`config.mk`:
```
export PLATFORM = sky130hd
export DESIGN_NAME = sram_march_bist
export DESIGN_NICKNAME = d
export VERILOG_FILES = /design/src/rtl/sram_march_bist.sv
export SDC_FILE = /design/constraint.sdc
export NUM_CORES = 1
export LEC_CHECK = 0
export ABC_AREA = 1
export CORE_MARGIN = 2
export CORE_UTILIZATION = 38
export DETAILED_ROUTE_END_ITERATION = 16
export GPL_ROUTABILITY_DRIVEN = 0
export PLACE_DENSITY = 0.7
export SETUP_SLACK_MARGIN = 0.05
export SLEW_MARGIN = 20
export SYNTH_ARGS = -nofsm -noshare
export SYNTH_HDL_FRONTEND = slang
export SYNTH_SLANG_ARGS = --single-unit
```
`constraint.sdc`:
```
create_clock -name clk_i -period 6.15 [get_ports clk_i]
set_input_delay 1.845 -clock clk_i [delete_from_list [all_inputs] [get_ports clk_i]]
set_output_delay 1.845 -clock clk_i [all_outputs]
set_load 0.03 [all_outputs]
```
`src/rtl/sram_march_bist.sv`:
```
// March C- BIST engine for a single-port SRAM BIST port. It issues 10*NUM_WORDS ops
// back to back, checks reads READ_LATENCY cycles later and keeps first-fail diagnostics.
module sram_march_bist #(
  parameter int DATA_WIDTH   = 64,
  parameter int ADDR_WIDTH   = 10,
  parameter int NUM_WORDS    = 1024,
  parameter int READ_LATENCY = 1,
  parameter int CNT_WIDTH    = 16
) (
  input  logic                  clk_i,
  input  logic                  rst_ni,
  input  logic                  start_i,
  input  logic                  abort_i,
  input  logic                  bg_inv_i,
  output logic                  bist_en_o,
  output logic                  bist_men_o,
  output logic                  bist_wen_o,
  output logic                  bist_ren_o,
  output logic [ADDR_WIDTH-1:0] bist_addr_o,
  output logic [DATA_WIDTH-1:0] bist_din_o,
  output logic [DATA_WIDTH-1:0] bist_bm_o,
  input  logic [DATA_WIDTH-1:0] dout_i,
  output logic                  busy_o,
  output logic                  done_o,
  output logic                  fail_o,
  output logic [ADDR_WIDTH-1:0] fail_addr_o,
  output logic [2:0]            fail_elem_o,
  output logic [DATA_WIDTH-1:0] fail_bits_o,
  output logic [CNT_WIDTH-1:0]  fail_cnt_o
);
  localparam int L = READ_LATENCY;
  localparam logic [ADDR_WIDTH-1:0] LAST    = ADDR_WIDTH'(NUM_WORDS - 1);
  localparam logic [ADDR_WIDTH-1:0] ONE     = ADDR_WIDTH'(1);
  localparam logic [CNT_WIDTH-1:0]  CNT_ONE = CNT_WIDTH'(1);
  localparam logic [1:0]            DRAIN_LAST = 2'(READ_LATENCY - 1);

  typedef enum logic [1:0] {IDLE, RUN, DRAIN, DONE} state_t;

  typedef struct packed {
    logic [DATA_WIDTH-1:0] exp;
    logic [ADDR_WIDTH-1:0] addr;
    logic [2:0]            elem;
  } cmp_t;

  state_t state, state_d;
  logic   ph, ph_d, bg, bg_d;
  logic [1:0] drain_cnt;
  logic   en, men, wen;
  logic [DATA_WIDTH-1:0] din;

  // Stage 0 is the op currently on the BIST port; stage L lines up with dout_i.
  logic [L:0] vld_pipe;
  cmp_t [L:0] cmp_pipe;
  cmp_t       cmp_in;

  logic [2:0]            e_cur, elem_d, elem_nx;
  logic [ADDR_WIDTH-1:0] a_cur, addr_d;
  logic two_cur, down_cur, at_end, last_op;
  logic op, launch, two_d, wr_d, rd_d;
  logic [DATA_WIDTH-1:0] d_word, wdata, rexp;

  assign e_cur    = cmp_pipe[0].elem;
  assign a_cur    = cmp_pipe[0].addr;
  assign two_cur  = (e_cur >= 3'd1) && (e_cur <= 3'd4);
  assign down_cur = (e_cur == 3'd3) || (e_cur == 3'd4);
  assign at_end   = down_cur ? (a_cur == '0) : (a_cur == LAST);
  assign last_op  = (e_cur == 3'd5) && (a_cur == LAST);
  assign elem_nx  = e_cur + 3'd1;

  always_comb begin
    state_d = state;
    op      = 1'b0;
    launch  = 1'b0;
    elem_d  = e_cur;
    addr_d  = a_cur;
    ph_d    = ph;
    case (state)
      IDLE, DONE: begin
        if (start_i) begin
          state_d = RUN;
          op      = 1'b1;
          launch  = 1'b1;
          elem_d  = '0;
          addr_d  = '0;
          ph_d    = 1'b0;
        end
      end
      RUN: begin
        if (last_op) begin
          state_d = DRAIN;
        end else begin
          op = 1'b1;
          if (two_cur && !ph) begin
            ph_d = 1'b1;
          end else begin
            ph_d = 1'b0;
            if (at_end) begin
              elem_d = elem_nx;
              addr_d = (elem_nx == 3'd3 || elem_nx == 3'd4) ? LAST : '0;
            end else begin
              addr_d = down_cur ? a_cur - ONE : a_cur + ONE;
            end
          end
        end
      end
      DRAIN: if (drain_cnt == DRAIN_LAST) state_d = DONE;
      default: state_d = IDLE;
    endcase
    if (abort_i) begin
      state_d = IDLE;
      op      = 1'b0;
      launch  = 1'b0;
    end
  end

  // Background is latched at start so bg_inv_i may change mid-test without effect.
  assign bg_d   = launch ? bg_inv_i : bg;
  assign d_word = {DATA_WIDTH{bg_d}};
  assign two_d  = (elem_d >= 3'd1) && (elem_d <= 3'd4);
  assign wr_d   = op && ((elem_d == 3'd0) || (two_d && ph_d));
  assign rd_d   = op && !wr_d;
  assign wdata  = (elem_d == 3'd1 || elem_d == 3'd3) ? ~d_word : d_word;
  assign rexp   = (elem_d == 3'd2 || elem_d == 3'd4) ? ~d_word : d_word;

  always_comb begin
    cmp_in      = '0;
    cmp_in.exp  = rd_d ? rexp : '0;
    cmp_in.addr = op ? addr_d : '0;
    cmp_in.elem = op ? elem_d : '0;
  end

  always_ff @(posedge clk_i or negedge rst_ni) begin
    if (!rst_ni) begin
      state     <= IDLE;
      ph        <= 1'b0;
      bg        <= 1'b0;
      drain_cnt <= '0;
      en        <= 1'b0;
      men       <= 1'b0;
      wen       <= 1'b0;
      din       <= '0;
      vld_pipe  <= '0;
      cmp_pipe  <= '0;
    end else begin
      state     <= state_d;
      ph        <= ph_d;
      bg        <= bg_d;
      drain_cnt <= (state == DRAIN) ? drain_cnt + 2'd1 : 2'd0;
      en        <= (state_d != IDLE);
      men       <= op;
      wen       <= wr_d;
      din       <= wr_d ? wdata : '0;
      vld_pipe  <= abort_i ? '0 : {vld_pipe[L-1:0], rd_d};
      cmp_pipe  <= {cmp_pipe[L-1:0], cmp_in};
    end
  end

  logic [DATA_WIDTH-1:0] diff;
  logic                  miscmp;

  assign diff   = dout_i ^ cmp_pipe[L].exp;
  assign miscmp = vld_pipe[L] && !abort_i && (|diff);

  always_ff @(posedge clk_i or negedge rst_ni) begin
    if (!rst_ni) begin
      fail_o      <= 1'b0;
      fail_addr_o <= '0;
      fail_elem_o <= '0;
      fail_bits_o <= '0;
      fail_cnt_o  <= '0;
    end else if (launch) begin
      fail_o      <= 1'b0;
      fail_addr_o <= '0;
      fail_elem_o <= '0;
      fail_bits_o <= '0;
      fail_cnt_o  <= '0;
    end else if (miscmp) begin
      fail_o <= 1'b1;
      if (~&fail_cnt_o) fail_cnt_o <= fail_cnt_o + CNT_ONE;
      if (!fail_o) begin
        fail_addr_o <= cmp_pipe[L].addr;
        fail_elem_o <= cmp_pipe[L].elem;
        fail_bits_o <= diff;
      end
    end
  end

  assign bist_en_o   = en;
  assign bist_men_o  = men;
  assign bist_wen_o  = wen;
  assign bist_ren_o  = vld_pipe[0];
  assign bist_addr_o = cmp_pipe[0].addr;
  assign bist_din_o  = din;
  assign bist_bm_o   = {DATA_WIDTH{men}};
  assign busy_o      = (state == RUN) || (state == DRAIN);
  assign done_o      = (state == DONE);

endmodule

```
==> After elaboration in Yosys (flattened, before gate mapping) <==
Cells that the tools add are included.
{ "word_totals": {"register_bits": 323, "input_bits": 69, "out_inout_bits": 238} }
{ "op_classes": {"addsub": 5, "order_cmp": 4, "eq_ne": 19, "n_mux": 51, "bitwise": 2, "n_reduce_logical": 30} }
{ "ops": {"columns": ["cell", "count"], "rows": [
  ["64-bit 2-to-1 mux", 7],
  ["10-bit 2-to-1 mux", 10],
  ["64-bit inverter", 1],
  ["64-bit OR reduction", 1],
  ["64-bit bitwise XOR", 1],
  ["16-bit 2-to-1 mux", 3],
  ["3-bit 2-to-1 mux", 8],
  ["10-bit one-hot mux with 2 select lines", 1],
  ["16-bit by 1-bit adder with 16-bit output, second input constant", 1],
  ["16-bit AND reduction", 1],
  ["3-bit by 2-bit == test with 1-bit output, second input constant", 4],
  ["3-bit == test, second input constant", 4],
  ["1-bit 2-to-1 mux", 12],
  ["2-bit 2-to-1 mux", 6],
  ["10-bit by 1-bit adder with 10-bit output, second input constant", 1],
  ["10-bit == test, second input constant", 1],
  ["10-bit logical NOT", 1],
  ["10-bit by 1-bit subtractor with 10-bit output, second input constant", 1],
  ["1-bit logical AND", 9],
  ["3-bit != test, second input constant", 3],
  ["3-bit by 1-bit >= comparator with 1-bit output, second input constant", 2],
  ["3-bit less-or-equal comparator, second input constant", 2],
  ["1-bit logical OR", 6],
  ["2-bit one-hot mux with 3 select lines", 1],
  ["other kinds (17)", 24]
]} }

==> Logic depth before layout (Yosys ltp) <==
{ "logic_depth": {"depth_word": 15, "depth_mapped": 19, "ltp_nobuf": 19} }

==> Worst setup path after synthesis <==
OpenSTA, ideal clock, no wires.
{ "synth_path": {"path_kind": "register to output", "from": "register men (netlist: bist_men_o)", "to": "output port bist_bm_o[0]", "arrival_time_ns": 1.773, "setup_slack_ns": 2.532, "stages_incl_launch_ff": 2, "n_path_buf": 1, "cell_sequence": "dfrtp_1 -> buf_4"} }
{ "synth_rtl": {"columns": ["element", "line", "rtl"], "rows": [
  ["start: declaration", "48", "logic en, men, wen;"],
  ["start signal: assignment", "150", "men <= op;"],
  ["end: declaration", "21", "output logic [DATA_WIDTH-1:0] bist_bm_o,"]
]} }
No word-level cell between the ends.

==> Worst setup path in the final report <==
{ "layout_path": {"from": "input port dout_i[2]", "to": "register fail_cnt_o[10]"} }
{ "layout_via": {"elab_chain_len": 5} }
{ "layout_rtl": {"columns": ["element", "line", "rtl"], "rows": [
  ["start: declaration", "22", "input logic [DATA_WIDTH-1:0] dout_i,"],
  ["64-bit bitwise XOR", "161", "assign diff = dout_i ^ cmp_pipe[L].exp;"],
  ["64-bit OR reduction", "162", "assign miscmp = vld_pipe[L] && !abort_i && (|diff);"],
  ["1-bit logical AND", "162", null],
  ["2-bit nonzero test (no source line)", null, null],
  ["2-bit AND reduction (no source line)", null, null],
  ["end signal: assignment", "179", "if (~&fail_cnt_o) fail_cnt_o <= fail_cnt_o + CNT_ONE;"],
  ["end: declaration", "29", "output logic [CNT_WIDTH-1:0] fail_cnt_o"]
]} }
No other way between the ends.
A chain may end at the register's enable or synchronous reset.

==> summary.md <==
| Metric | Value |
|---|---|
| Post-synth EDFFs | `0` |
| Yosys warnings | `0` |
| Port bufs | `306` |
| Placed cells | `1450` |
| Global routing's busiest layer | `met2` |
| Worst hold path class | `register to register` |
| Final wirelength | `23800 um` |
| Vias per cell | `4.82` |
| Clock Path Buffers | `2` |
| Max-cap violations | `0` |
| Setup Viol. Count Final | `0` |
| Leakage power | `5.16 nW` |
| Skew-Pair Late Insertion Delay | `0.42 ns` |
| Mapped Area | `8350 sq um` |
| Gate Count Post-Synth | `1041` |
| Worst vdd ir | `0.000230 V` |
| Cts hold-fix bufs | `0` |
| Post-CTS Setup Repair Bufs | `0` |
| Antenna-violating nets left | `0` |
| # DRC | `0` |
| Die Width | `152 um` |
| CTS H-Tree Depth | `4` |
| Crit-path max FO | `20` |
| Asr flop ratio synth | `100%` |
| Status | `complete, no violations` |
| Cell row count | `54` |
| CP Data Required Time | `6.43 ns` |
| CTS-repair resized insts | `0` |
| Total iterations of the first detailed-routing run | `4` |
| Wire per inst | `16.0 um` |
| CP Class | `primary input to register` |
| Core area | `21700 sq um` |
| R2R depth | `11` |
| Worst Tran Pin Value | `1.04 ns` |
| Rel. slew slack | `30.8%` |
| Total Power | `0.00568 W` |
| Fin cells | `1482` |
| Clk sink count | `134` |
| Worst hold path cell count | `0` |
| Synthesis-to-layout area growth | `33.6%` |
| Die area | `23200 sq um` |
| Fin Setup TNS | `0 ns` |
| Vias | `7145` |
| Data arrival time of the worst path | `4.44 ns` |
| Endpoints failing hold | `0` |
| RSZ-0062 raised after global routing | `false` |
| Fmax | `240 MHz` |
| Ys flop type | `dfrtp_1` |
| Grt ovf | `0` |
| Hold WS | `0.349 ns` |
| First-pass GRT wire length | `37300 um` |
| Syn Nets | `1129` |
| Share of layout cells above drive strength 1 | `4.16%` |
| Placed cell area | `10500 sq um` |
| Total CTS buffers | `17` |
| Post-synthesis sequential area ratio | `40.1%` |
| Flops & latches, synth | `134` |
| Mean Syn Cell Area | `8.02 sq um` |
| Yosys cell types | `35` |
| Effective utilization at floorplan | `38.5%` |
| Skew final | `0.00625 ns` |
| GRT met3 Usage | `3.53%` |
| Slew Viols, Final | `0` |
| Crit. End Element | `register` |
| DRT iter0 DRCs | `444` |
| TritonCTS clock tree | `built` |
| Fin area | `11200 sq um` |
| Antenna violations before repair | `0` |
| Ports | `307` |
| PwrDens | `509 nW/um^2` |
| Total track usage | `20.1%` |
| Die H | `152 um` |
| Routing usage on met2 | `35.7%` |
| Clock Tree Root | `clkbuf_16` |
| N_diodes | `0` |
| Detailed Place HPWL | `17000 um` |
| Min Tclk post-route | `4.16 ns` |
| Vias in the first global route | `6686` |
| CP Launch Type | `primary input` |
| Final nets | `1277` |
| Clock-pin transition on the worst setup and hold timing paths | `0.06 ns` |
| GRT met1 Usage | `23.7%` |
| Period utilization | `67.7%` |
| Pin count of the biggest net entering global routing | `107` |
## power breakdown
group / switching (W) / internal (W)
Sequential: 0.000201 / 0.00112
Combinational: 0.00203 / 0.00126
Clock: 0.000385 / 0.000687
## cell usage after synthesis, types with 2 or more instances
cell	number	area (sq um)
nand2_1	222	833
nand3_1	167	836
buf_4	145	1090
dfrtp_1	134	3350
nor2_1	95	357
inv_1	54	203
xor2_1	43	377
xnor2_1	40	350
o21ai_0	21	105
ha_1	18	225
a21oi_1	17	85.1
clkbuf_1	15	56.3
buf_2	12	60.1
nand4_1	10	62.6
nor3_1	10	50.1
buf_6	7	78.8
buf_1	5	18.8
a32o_1	3	30.0
nand3b_1	3	22.5
nor4_1	3	18.8
a21o_1	2	15.0
nand2_2	2	12.5
## path summary, 6_finish.rpt
path	slack, ns	to	start
setup / recovery	1.99	fail_cnt_o[10]	dout_i[2]
hold / removal	0.35	cmp_pipe[152]	cmp_pipe[75]
setup reg to reg	2.65	fail_cnt_o[10]	cmp_pipe[152]
hold reg to reg	0.35	cmp_pipe[152]	cmp_pipe[75]
max in group asynchronous	3.56	bist_men_o	rst_ni
min in group asynchronous	1.55	bist_addr_o[6]	rst_ni
## per-stage QoR
| step | utilization, % | setup WS, ns |
|---|---|---|
| floorplan | - | 2.53 |
| global placement | 48.6 | 1.63 |
| detailed placement | 48.6 | 1.57 |
| CTS | 51.4 | 2.02 |
| global route | 51.4 | 1.70 |
| finish | 51.4 | 1.99 |
## logic make-up after synthesis
| kind of cell | Yosys count | share of synthesized area, % |
|---|---|---|
| flip-flops | 134 | 40.1 |
| AO/OA/AOI/OAI | 50 | 3.49 |
| AND/OR/NAND/NOR | 516 | 26.6 |
| buffers and inverters | 238 | 18.0 |
| XOR/XNOR | 83 | 8.70 |
| adder cells (fa/ha/maj) | 20 | 3.06 |
## state kept, by name, summed over array words and instances, names as in the netlist, 2 cells and up
register / cells
fail_bits_o: 64
fail_cnt_o: 16
cmp_pipe: 15
bist_addr_o: 10
fail_addr_o: 10
e_cur: 3
fail_elem_o: 3
drain_cnt: 2
state: 2
vld_pipe: 2
## final cells by class
cell class | count | area [sq um]
fill | 1994 | 10500
tap | 280 | 350
sequential | 134 | 3360
multi-input combinational | 669 | 3500
inverter | 54 | 205
clock inverter | 13 | 180
timing repair buffer | 313 | 3120
clock buffer | 19 | 443
## per-layer routing
| layer | wire length [um] | vias to the layer above | share of wire, % |
|---|---|---|---|
| met1 | 9390 | 3376 | 39 |
| met4 | 913 | 0 | 3.8 |
| met5 | 0 | - | 0 |
| met2 | 12400 | 217 | 52 |
| met3 | 1110 | 42 | 4.6 |
| li1 | - | 3510 | - |
## cells in the final DEF (no fill, tap or decap), types with 17 or more instances in the layout
cell	netlist	layout
inv_1	54	53
nand3_1	167	167
nor2_1	95	94
clkbuf_16	0	17
xor2_1	43	43
nand2_1	222	222
xnor2_1	40	40
clkdlybuf4s50_1	0	305
ha_1	18	18
dfrtp_1	134	132
a21oi_1	17	17
o21ai_0	21	21
## worst max-delay path, cell delays in order
cell and delay, ns:
clkdlybuf4s50_1 0.42, xor2_1 0.16, nor2_1 0.14, nand3_1 0.09
nor2_1 0.17, nand2_1 0.09, nor2_1 0.16, nand2_1 0.15
nand3_1 0.40, nand2_1 0.54, nand2_1 0.17, o21ai_0 0.09
(Power assumes the default switching activity.)
